### src/rtl/cmos_capture.sv
// OV7670 DVP capture: waits for cfg_done, skips settling frames, packs byte pairs into RGB565 FIFO writes.
// Define CMOS_CAPTURE_TESTPAT_EN to replace pixel data with eight vertical colour bars.
module cmos_capture #(
   parameter int unsigned H_ACTIVE    = 640,
   parameter int unsigned V_ACTIVE    = 480,
   parameter int unsigned SKIP_FRAMES = 10
) (
   input  logic        clk,
   input  logic        rst_n,
   input  logic        cfg_done,
   input  logic        cmos_vsync,
   input  logic        cmos_href,
   input  logic [7:0]  cmos_db,
   input  logic        fifo_full,
   output logic        wr_en,
   output logic [15:0] wr_data,
   output logic        frame_start,
   output logic        frame_done,
   output logic        overflow,
   output logic        line_err,
   output logic        capturing
);

   typedef enum logic [1:0] {IDLE, WAIT_SYNC, SKIP, CAPTURE} state_t;

   localparam logic [9:0] H_LIM     = 10'(H_ACTIVE);
   localparam logic [9:0] V_LIM     = 10'(V_ACTIVE);
   localparam logic [7:0] SKIP_LAST = 8'(SKIP_FRAMES - 1);

   state_t      state, state_nx;
   logic        vs_r, hr_r, vs_d, hr_d;
   logic [7:0]  db_r, msb;
   logic        vs_fall, vs_rise, hr_fall;
   logic [7:0]  skip_cnt;
   logic        toggle;
   logic [9:0]  pix_cnt, line_cnt, lines_now;
   logic        frame_start_nx;
   logic [15:0] pix_data;

   always_ff @(posedge clk or negedge rst_n) begin
      if (!rst_n) begin
         vs_r <= 1'b0;
         hr_r <= 1'b0;
         db_r <= '0;
         vs_d <= 1'b0;
         hr_d <= 1'b0;
      end else begin
         vs_r <= cmos_vsync;
         hr_r <= cmos_href;
         db_r <= cmos_db;
         vs_d <= vs_r;
         hr_d <= hr_r;
      end
   end

   assign vs_fall   = vs_d & ~vs_r;
   assign vs_rise   = ~vs_d & vs_r;
   assign hr_fall   = hr_d & ~hr_r;
   // A line ending on the same cycle as the vsync rise still counts toward the frame.
   assign lines_now = line_cnt + {9'b0, hr_fall};

`ifdef CMOS_CAPTURE_TESTPAT_EN
   localparam logic [9:0] BAR_W = 10'(H_ACTIVE / 8);
   logic [2:0] bar;
   assign bar      = 3'(pix_cnt / BAR_W);
   assign pix_data = {{5{bar[2]}}, {6{bar[1]}}, {5{bar[0]}}};
`else
   assign pix_data = {msb, db_r};
`endif

   always_comb begin
      state_nx       = state;
      frame_start_nx = 1'b0;
      case (state)
         IDLE:      if (cfg_done) state_nx = WAIT_SYNC;
         WAIT_SYNC: if (vs_fall) state_nx = SKIP;
         SKIP: begin
            if (vs_fall && skip_cnt == SKIP_LAST) begin
               state_nx       = CAPTURE;
               frame_start_nx = 1'b1;
            end
         end
         CAPTURE:   if (vs_fall) frame_start_nx = 1'b1;
         default:   state_nx = IDLE;
      endcase
      if (!cfg_done) begin
         state_nx       = IDLE;
         frame_start_nx = 1'b0;
      end
   end

   always_ff @(posedge clk or negedge rst_n) begin
      if (!rst_n) begin
         state    <= IDLE;
         skip_cnt <= '0;
      end else begin
         state <= state_nx;
         if (state == WAIT_SYNC)
            skip_cnt <= '0;
         else if (state == SKIP && vs_fall)
            skip_cnt <= skip_cnt + 8'd1;
      end
   end

   always_ff @(posedge clk or negedge rst_n) begin
      if (!rst_n) begin
         wr_en       <= 1'b0;
         wr_data     <= '0;
         frame_start <= 1'b0;
         frame_done  <= 1'b0;
         overflow    <= 1'b0;
         line_err    <= 1'b0;
         capturing   <= 1'b0;
         toggle      <= 1'b0;
         msb         <= '0;
         pix_cnt     <= '0;
         line_cnt    <= '0;
      end else begin
         wr_en       <= 1'b0;
         frame_done  <= 1'b0;
         frame_start <= frame_start_nx;
         capturing   <= (state_nx == CAPTURE);
         if (state != CAPTURE || !cfg_done) begin
            toggle   <= 1'b0;
            pix_cnt  <= '0;
            line_cnt <= '0;
         end else begin
            toggle <= hr_r ? ~toggle : 1'b0;
            if (hr_r && !toggle)
               msb <= db_r;
            if (hr_r && toggle) begin
               if (pix_cnt != '1)
                  pix_cnt <= pix_cnt + 10'd1;
               if (pix_cnt < H_LIM) begin
                  if (fifo_full) begin
                     overflow <= 1'b1;
                  end else begin
                     wr_en   <= 1'b1;
                     wr_data <= pix_data;
                  end
               end
            end
            if (hr_fall) begin
               if (pix_cnt != H_LIM || toggle)
                  line_err <= 1'b1;
               pix_cnt <= '0;
               if (line_cnt != '1)
                  line_cnt <= line_cnt + 10'd1;
            end
            if (vs_rise) begin
               if (lines_now != V_LIM)
                  line_err <= 1'b1;
               frame_done <= 1'b1;
               line_cnt   <= '0;
            end
         end
      end
   end

endmodule
### config.mk
export PLATFORM = sky130hd
export DESIGN_NAME = cmos_capture
export DESIGN_NICKNAME = d
export VERILOG_FILES = /design/src/rtl/cmos_capture.sv
export SDC_FILE = /design/constraint.sdc
export NUM_CORES = 1
export LEC_CHECK = 0
export CORE_MARGIN = 4
export CORE_UTILIZATION = 40
export CTS_BUF_LIST = sky130_fd_sc_hd__clkbuf_4 sky130_fd_sc_hd__clkbuf_8 sky130_fd_sc_hd__clkbuf_16
export DETAILED_ROUTE_END_ITERATION = 10
export SETUP_SLACK_MARGIN = 0.05
export SKIP_LAST_GASP = 1
export SYNTH_ARGS = -nofsm -noshare
export SYNTH_HDL_FRONTEND = slang
export SYNTH_SLANG_ARGS = --single-unit
export TNS_END_PERCENT = 30
### constraint.sdc
create_clock -name clk -period 1.88 [get_ports clk]
set_input_delay 0.564 -clock clk [delete_from_list [all_inputs] [get_ports clk]]
set_output_delay 0.564 -clock clk [all_outputs]
set_load 0.05 [all_outputs]
==> results of run 1 <==
[area by class of cell]
type	instances	area share [%]
timing repair buffer	48	10.4
tap	102	3.20
multi-input combinational	196	34.6
clock inverter	6	1.82
inverter	8	0.752
clock buffer	10	3.45
sequential	73	45.8
[logic make-up (layout without fill, tap and decap cells)]
| logic type | Yosys count | after routing |
|---|---|---|
| buffers and inverters | 15 | 72 |
| adders and majority gates | 6 | 6 |
| muxes | 27 | 27 |
| DFF | 73 | 73 |
| xor gates and xnor gates | 14 | 14 |
| and+or+nand+nor | 110 | 110 |
| AOI/OAI and AO/OA | 39 | 39 |
[timing repair]
item / 4_1_cts / 5_1_grt
resized for setup: 2 / 4
endpoints found under the setup margin: 8 / 9
pin swaps: 0 / 5
cloned: 0 / 0
[worst paths after layout]
path	startpoint	to	slack, ps	cells after the start
setup / recovery	hr_r$_DFF_PN0_	line_err$_DFFE_PN0P_	20	7
hold / removal	rst_n	skip_cnt[4]$_DFFE_PN0P_	200	2
setup reg to reg	hr_r$_DFF_PN0_	line_err$_DFFE_PN0P_	20	7
hold reg to reg	vs_r$_DFF_PN0_	vs_d$_DFF_PN0_	440	0
max in group asynchronous	rst_n	line_cnt[7]$_DFFE_PN0P_	1350	2
min in group clk	vs_r$_DFF_PN0_	vs_d$_DFF_PN0_	440	0
[power by group through the flow]
stage | combinational, W | sequential, W | clock (W)
after floorplan | 0.0000735 | 0.00171 | 0
after global placement | 0.000196 | 0.00170 | 0
after detailed placement | 0.000198 | 0.00170 | 0
after CTS | 0.000199 | 0.00166 | 0.00134
after global routing | 0.000216 | 0.00167 | 0.00140
final | 0.000194 | 0.00166 | 0.00128
[Yosys cell counts (6+ instances only)]
cell type,count
nand4_1,7
inv_1,8
nor3_1,6
mux2_2,24
nor2_1,31
dfrtp_1,73
ha_1,6
a21oi_1,8
xnor2_1,7
nand3_1,11
nand2_1,23
xor2_1,7
o21ai_0,16
[sequential cells by signal, summed over array words and instances (netlist names), 2 cells and up]
name	cells
db_r	8
skip_cnt	8
wr_data	16
state	2
msb	8
line_cnt	10
pix_cnt	10
[routing by layer]
metal / vias to the layer above / track usage (%)
met2: 52 / 21.9
met1: 1101 / 17.2
met4: 0 / 5.86
met5: - / 0
li1: 1105 / -
met3: 10 / 4.79
[through the flow]
step	power (W)	setup slack, ps	instances	hold WS [ps]
4_1_cts	0.00320	44.3	443	217
2_1_floorplan	0.00178	75.9	284	268
6_report	0.00314	24.2	443	202
5_1_grt	0.00329	-87.9	443	218
3_3_place_gp	0.00189	-284	427	434
3_5_place_dp	0.00189	-339	427	432
==> metrics, run 1 <==
outcome=finished, final reports clean; # port buffers=35; Num CTS Buffers=9; most common cell after layout, fill and taps aside=dfrtp_1; PD cells=786 nW/um^2; I/O Pins=36; Synthesized Nets=between 300 and 400; Distinct cells, synth=between 40 and 50; synthesized area=approximately 3200 um^2; largest net degree at the start of global routing=74; vias=2268; setup bufs post-CTS=0; max_slew headroom=just over 70%; DPL Wire Length=4220 um; ratio of cells with drive above 1 in the final layout=between 20% and 30%; FMAX=approximately 540 MHz; Peak VDD IR=between 300 and 400 uV; GRT Total Usage=roughly 14%; sequence of cells on the critical path=and2b_1 > and2_4 > ha_4 > nor3b_2 > o211ai_1 > nor4b_2 > o31ai_1; critical path's top delay family=simple AND/OR/NAND/NOR gates; placed cell area=approximately 3700 um^2; setup violators final=0; Post-Syn Instances=approximately 280; Final Cell Area=3990 um^2; Internal Power=between 0.002 and 0.0025 W; number of synthesized register bits=between 70 and 80; Reg power frac=approximately 53%; Synth area leaders=dfrtp_1 (56%), mux2_2 (8.3%), nor2_1 (3.6%); Synth warnings=0; Post-Route WL=between 6000 and 7000 um; area occupied by registers=~1800 um^2; Synth Area in Adders=~2.3%; sw frac=between 20% and 30%; WL/cell=around 14 um; most frequent cells in the layout=dfrtp_1 (73), buf_4 (34), nor2_1 (31), mux2_2 (24), nand2_1 (23); Post-synth EDFFs=0; transition time at the pin with the least slew margin=~440 ps; Met3 Wirelength=around 310 um; Area growth syn-to-layout=22.9%; combinational power share=6.2%; Placeable Area=about 8000 um^2; largest family of logic cells by synthesized area=simple AND/OR/NAND/NOR gates; drt initial violations=75; number of detailed-route iterations in the first pass=4; leading register cell type out of synthesis=dfrtp_1; sequential share of the synthesized area=a little under three fifths; clk_skew=9.35 ps; Starting Density=a little over two fifths; Slowest cell on crit path=dfrtp_1; Worst path max stage delay=between 300 and 400 ps; Worst EP required=around 2100 ps; startpoint types=register; Crit path arrival time=2090 ps; Via-to-Cell Ratio=approximately 5.1; RSZ-0062 raised after global routing=yes; Clock Sinks=73; Crit Path Max Fanout=2; # nets final=around 360; Max clock buf depth=2; Worst-Skew Late Latency=350 ps; # DRC=0; setup_tns=0 ps; WP buf/inv=0; antenna violations before repair=0; die height=slightly below 100 um; Multi-input gate area=1380 um^2; Synth Area in Compound Gates=around 8%; Die X-Extent=a little under 100 um; simple-gate portion of the synthesized area=18.0%; leak pwr=approximately 1.8 nW; crit path capture type=register; CTS Hold Bufs=0; H-tree depth=3; WS Path Type=reg2reg; die area=approximately 9600 um^2; routed length on met2=~3000 um; grt total ovfl=0; GPL Wtd Cong=approximately 0.80; DRT met1 WL=about 2700 um; XOR/XNOR share of the synthesized area=under 10%; CTS clk-pin slew, worst paths=80 ps; vias in the first global route=between 2000 and 2500; Avg Inst Size Synth=roughly 11 um^2; first-pass GRT wire length=roughly 11000 um; Max Used Layer=met4; Max Cap Viol=0; CTS tree=built; Post-synth ARST share=between 90% and 100%; Tmin final=1860 ps; period utilization=between 90% and 100%; num rows=32; area fraction of the dominant cell type after synthesis=56.2%; ANT cells=0; Clock Power Share=between 40 and 50%; fin util=51.1%; filler cell count=700; Final Hold Vio Count=0; Worst Hold Class=in2async; max-slew violations=0; multiplexer area fraction after synthesis=9.24%; CTS root buffer=clkbuf_8; post-route ant nets=0; dominant cell type by area after synthesis=dfrtp_1; Switch Pwr=0.000753 W
(Power assumes the default switching activity.)
==> run 2: changes to the inputs <==
--- a/config.mk
+++ b/config.mk
@@ -6,9 +6,10 @@
 export NUM_CORES = 1
 export LEC_CHECK = 0
 export CORE_MARGIN = 4
-export CORE_UTILIZATION = 40
+export CORE_UTILIZATION = 50
 export CTS_BUF_LIST = sky130_fd_sc_hd__clkbuf_4 sky130_fd_sc_hd__clkbuf_8 sky130_fd_sc_hd__clkbuf_16
 export DETAILED_ROUTE_END_ITERATION = 10
+export PLACE_DENSITY = 0.75
 export SETUP_SLACK_MARGIN = 0.05
 export SKIP_LAST_GASP = 1
 export SYNTH_ARGS = -nofsm -noshare
==> metrics, run 2 (synthesis gave the netlist of run 1 again) <==
setup_tns=0 ps (unchanged); die area=7850 um^2 (-18%); PD cells=804 nW/um^2 (+2.4%); GRT Total Usage=17.8% (+3.9 points); transition time at the pin with the least slew margin=460 ps (+24.0 ps); biggest regs=wr_data (16), line_cnt (10), pix_cnt (10); Max clock buf depth=2 (unchanged); Slowest cell on crit path=dfrtp_1; DPL Wire Length=4240 um (+0.46%); Switch Pwr=0.000742 W (-1.5%); RSZ-0062 raised after global routing=yes; max-slew violations=0 (unchanged); number of detailed-route iterations in the first pass=4 (unchanged); Tmin final=1770 ps (-83.3 ps); ANT cells=0 (unchanged); WS Path Type=reg2reg; WL/cell=14.5 um (+5.0%); largest net degree at the start of global routing=74 (unchanged); Starting Density=51.4% (+9.8 points); setup violators final=0 (unchanged); I/O Pins=36 (unchanged); antenna violations before repair=0 (unchanged); fin util=63.7% (+13 points); dpl ws=-331 ps (+7.42 ps); Worst path max stage delay=400 ps (about the same); Met3 Wirelength=313 um (+0.64%); worst reg-to-reg path cell count=7 (unchanged); WP buf/inv=0 (unchanged); die height=88.6 um (-9.7%); # DRC=0 (unchanged); sequence of cells on the critical path=and2b_1 > and2_4 > ha_4 > nor3b_2 > o211ai_1 > nor4b_2 > o31ai_1; Crit Path Max Fanout=2 (unchanged); vias in the first global route=2385 (+7.5%); Clock Sinks=73 (unchanged); Final Hold Vio Count=0 (unchanged); first-pass GRT wire length=10800 um (+0.65%); CP Depth=7 (unchanged); outcome=finished, final reports clean; # nets final=360 (+1.1%); post-route ant nets=0 (unchanged); combinational power share=6.2% (about the same); Max Cap Viol=0 (unchanged); clk_skew=9.05 ps (-0.295 ps); filler cell count=506 (-28%); ratio of cells with drive above 1 in the final layout=27.5% (+1.1 points); drt initial violations=92 (+23%); Die X-Extent=88.6 um (-9.7%); vias=2318 (+2.2%); CTS tree=built; grt total ovfl=0 (unchanged); DRT met1 WL=2780 um (+2.0%); num rows=29 (-9.4%); FMAX=564 MHz (+4.7%); Via-to-Cell Ratio=5.49 (+7.3%); Worst Hold Class=in2async; Worst EP required=2100 ps (about the same); critical path's top delay family=simple AND/OR/NAND/NOR gates; routed length on met2=2960 um (-1.6%); sw frac=22.9% (-1.1 points); Area growth syn-to-layout=23.7%; Design Power=0.00323 W (+3.1%); setup bufs post-CTS=0 (unchanged); crit path capture type=register; CTS root buffer=clkbuf_8; max FFs per register=16 (unchanged); max_slew headroom=69.2% (-1.6 points); Peak VDD IR=549 uV (+39%); Max Used Layer=met4; Worst-Skew Late Latency=340 ps (about the same); Placeable Area=6310 um^2 (-19%); Num CTS Buffers=9 (unchanged); GPL Wtd Cong=0.786 (-1.3%); PnR worst setup slack=108 ps (+83.3 ps); most common cell after layout, fill and taps aside=dfrtp_1; startpoint types=register; Crit path arrival time=1990 ps (-100 ps); Post-Route WL=6130 um (about the same); Clock Power Share=42.2% (+1.5 points); period utilization=94.3% (-4.4 points); Reg power frac=51.5% (-1.6 points); leak pwr=1.84 nW (+2.0%); Most flops, register=wr_data; H-tree depth=3 (unchanged); # port buffers=35 (unchanged); most frequent cells in the layout=dfrtp_1 (73), buf_4 (36), nor2_1 (31), mux2_2 (24), nand2_1 (23); CTS Hold Bufs=0 (unchanged); Internal Power=0.00249 W (+4.5%); CTS clk-pin slew, worst paths=80 ps (about the same)
## run 2: power by group through the flow
| stage | logic, W | clock network (W) | registers [W] |
|---|---|---|---|
| 5_1_grt | 0.000222 | 0.00148 | 0.00167 |
| 2_1_floorplan | 0.0000735 | 0 | 0.00171 |
| 3_5_place_dp | 0.000203 | 0 | 0.00169 |
| 6_report | 0.000201 | 0.00137 | 0.00167 |
| 4_1_cts | 0.000204 | 0.00139 | 0.00166 |
| 3_3_place_gp | 0.000198 | 0 | 0.00169 |
## run 2: layout make-up
cell class | instances | area, um^2 | share of cell area [%]
sequential | 73 | 1830 | 45.5
multi-input combinational | 196 | 1400 | 34.7
timing repair buffer | 52 | 449 | 11.2
clock buffer | 10 | 131 | 3.27
tap | 77 | 96.3 | 2.40
clock inverter | 6 | 90.1 | 2.24
inverter | 8 | 30.0 | 0.747
## run 2: worst paths after layout
check	from	end	slack [ps]
worst max register to register	hr_r$_DFF_PN0_	line_err$_DFFE_PN0P_	110
min in group clk	vs_r$_DFF_PN0_	vs_d$_DFF_PN0_	430
worst min register to register	vs_r$_DFF_PN0_	vs_d$_DFF_PN0_	430
max in group asynchronous	rst_n	overflow$_DFFE_PN0P_	1340
worst min-delay path	rst_n	skip_cnt[3]$_DFFE_PN0P_	220
worst max-delay path	hr_r$_DFF_PN0_	line_err$_DFFE_PN0P_	110
## run 2: metal layers
metal | global-route usage (%) | vias to the layer above
met5 | 0 | -
met4 | 7.01 | 0
met3 | 5.21 | 8
met2 | 28.8 | 42
met1 | 22.5 | 1144
li1 | - | 1124
## run 2: metrics by stage
step | cells | hold WS [ps] | cell area [um^2]
2_1_floorplan | 284 | 268 | 3250
3_3_place_gp | 405 | 423 | 3730
3_5_place_dp | 405 | 423 | 3730
4_1_cts | 421 | 244 | 3970
5_1_grt | 422 | 259 | 4020
6_report | 422 | 216 | 4020
## run 2: worst reg2reg max path, cell delays in order (launching register included)
cell and delay [ps]:
dfrtp_1 400, and2b_1 220, and2_4 160, ha_4 190, nor3b_2 170, o211ai_1 110, nor4b_2 290, o31ai_1 110
## run 2: repair_timing
item,CTS,global route
endpoints found under the setup margin,17,15
cloned,0,1
resized for setup,2,8
pin swaps,0,7
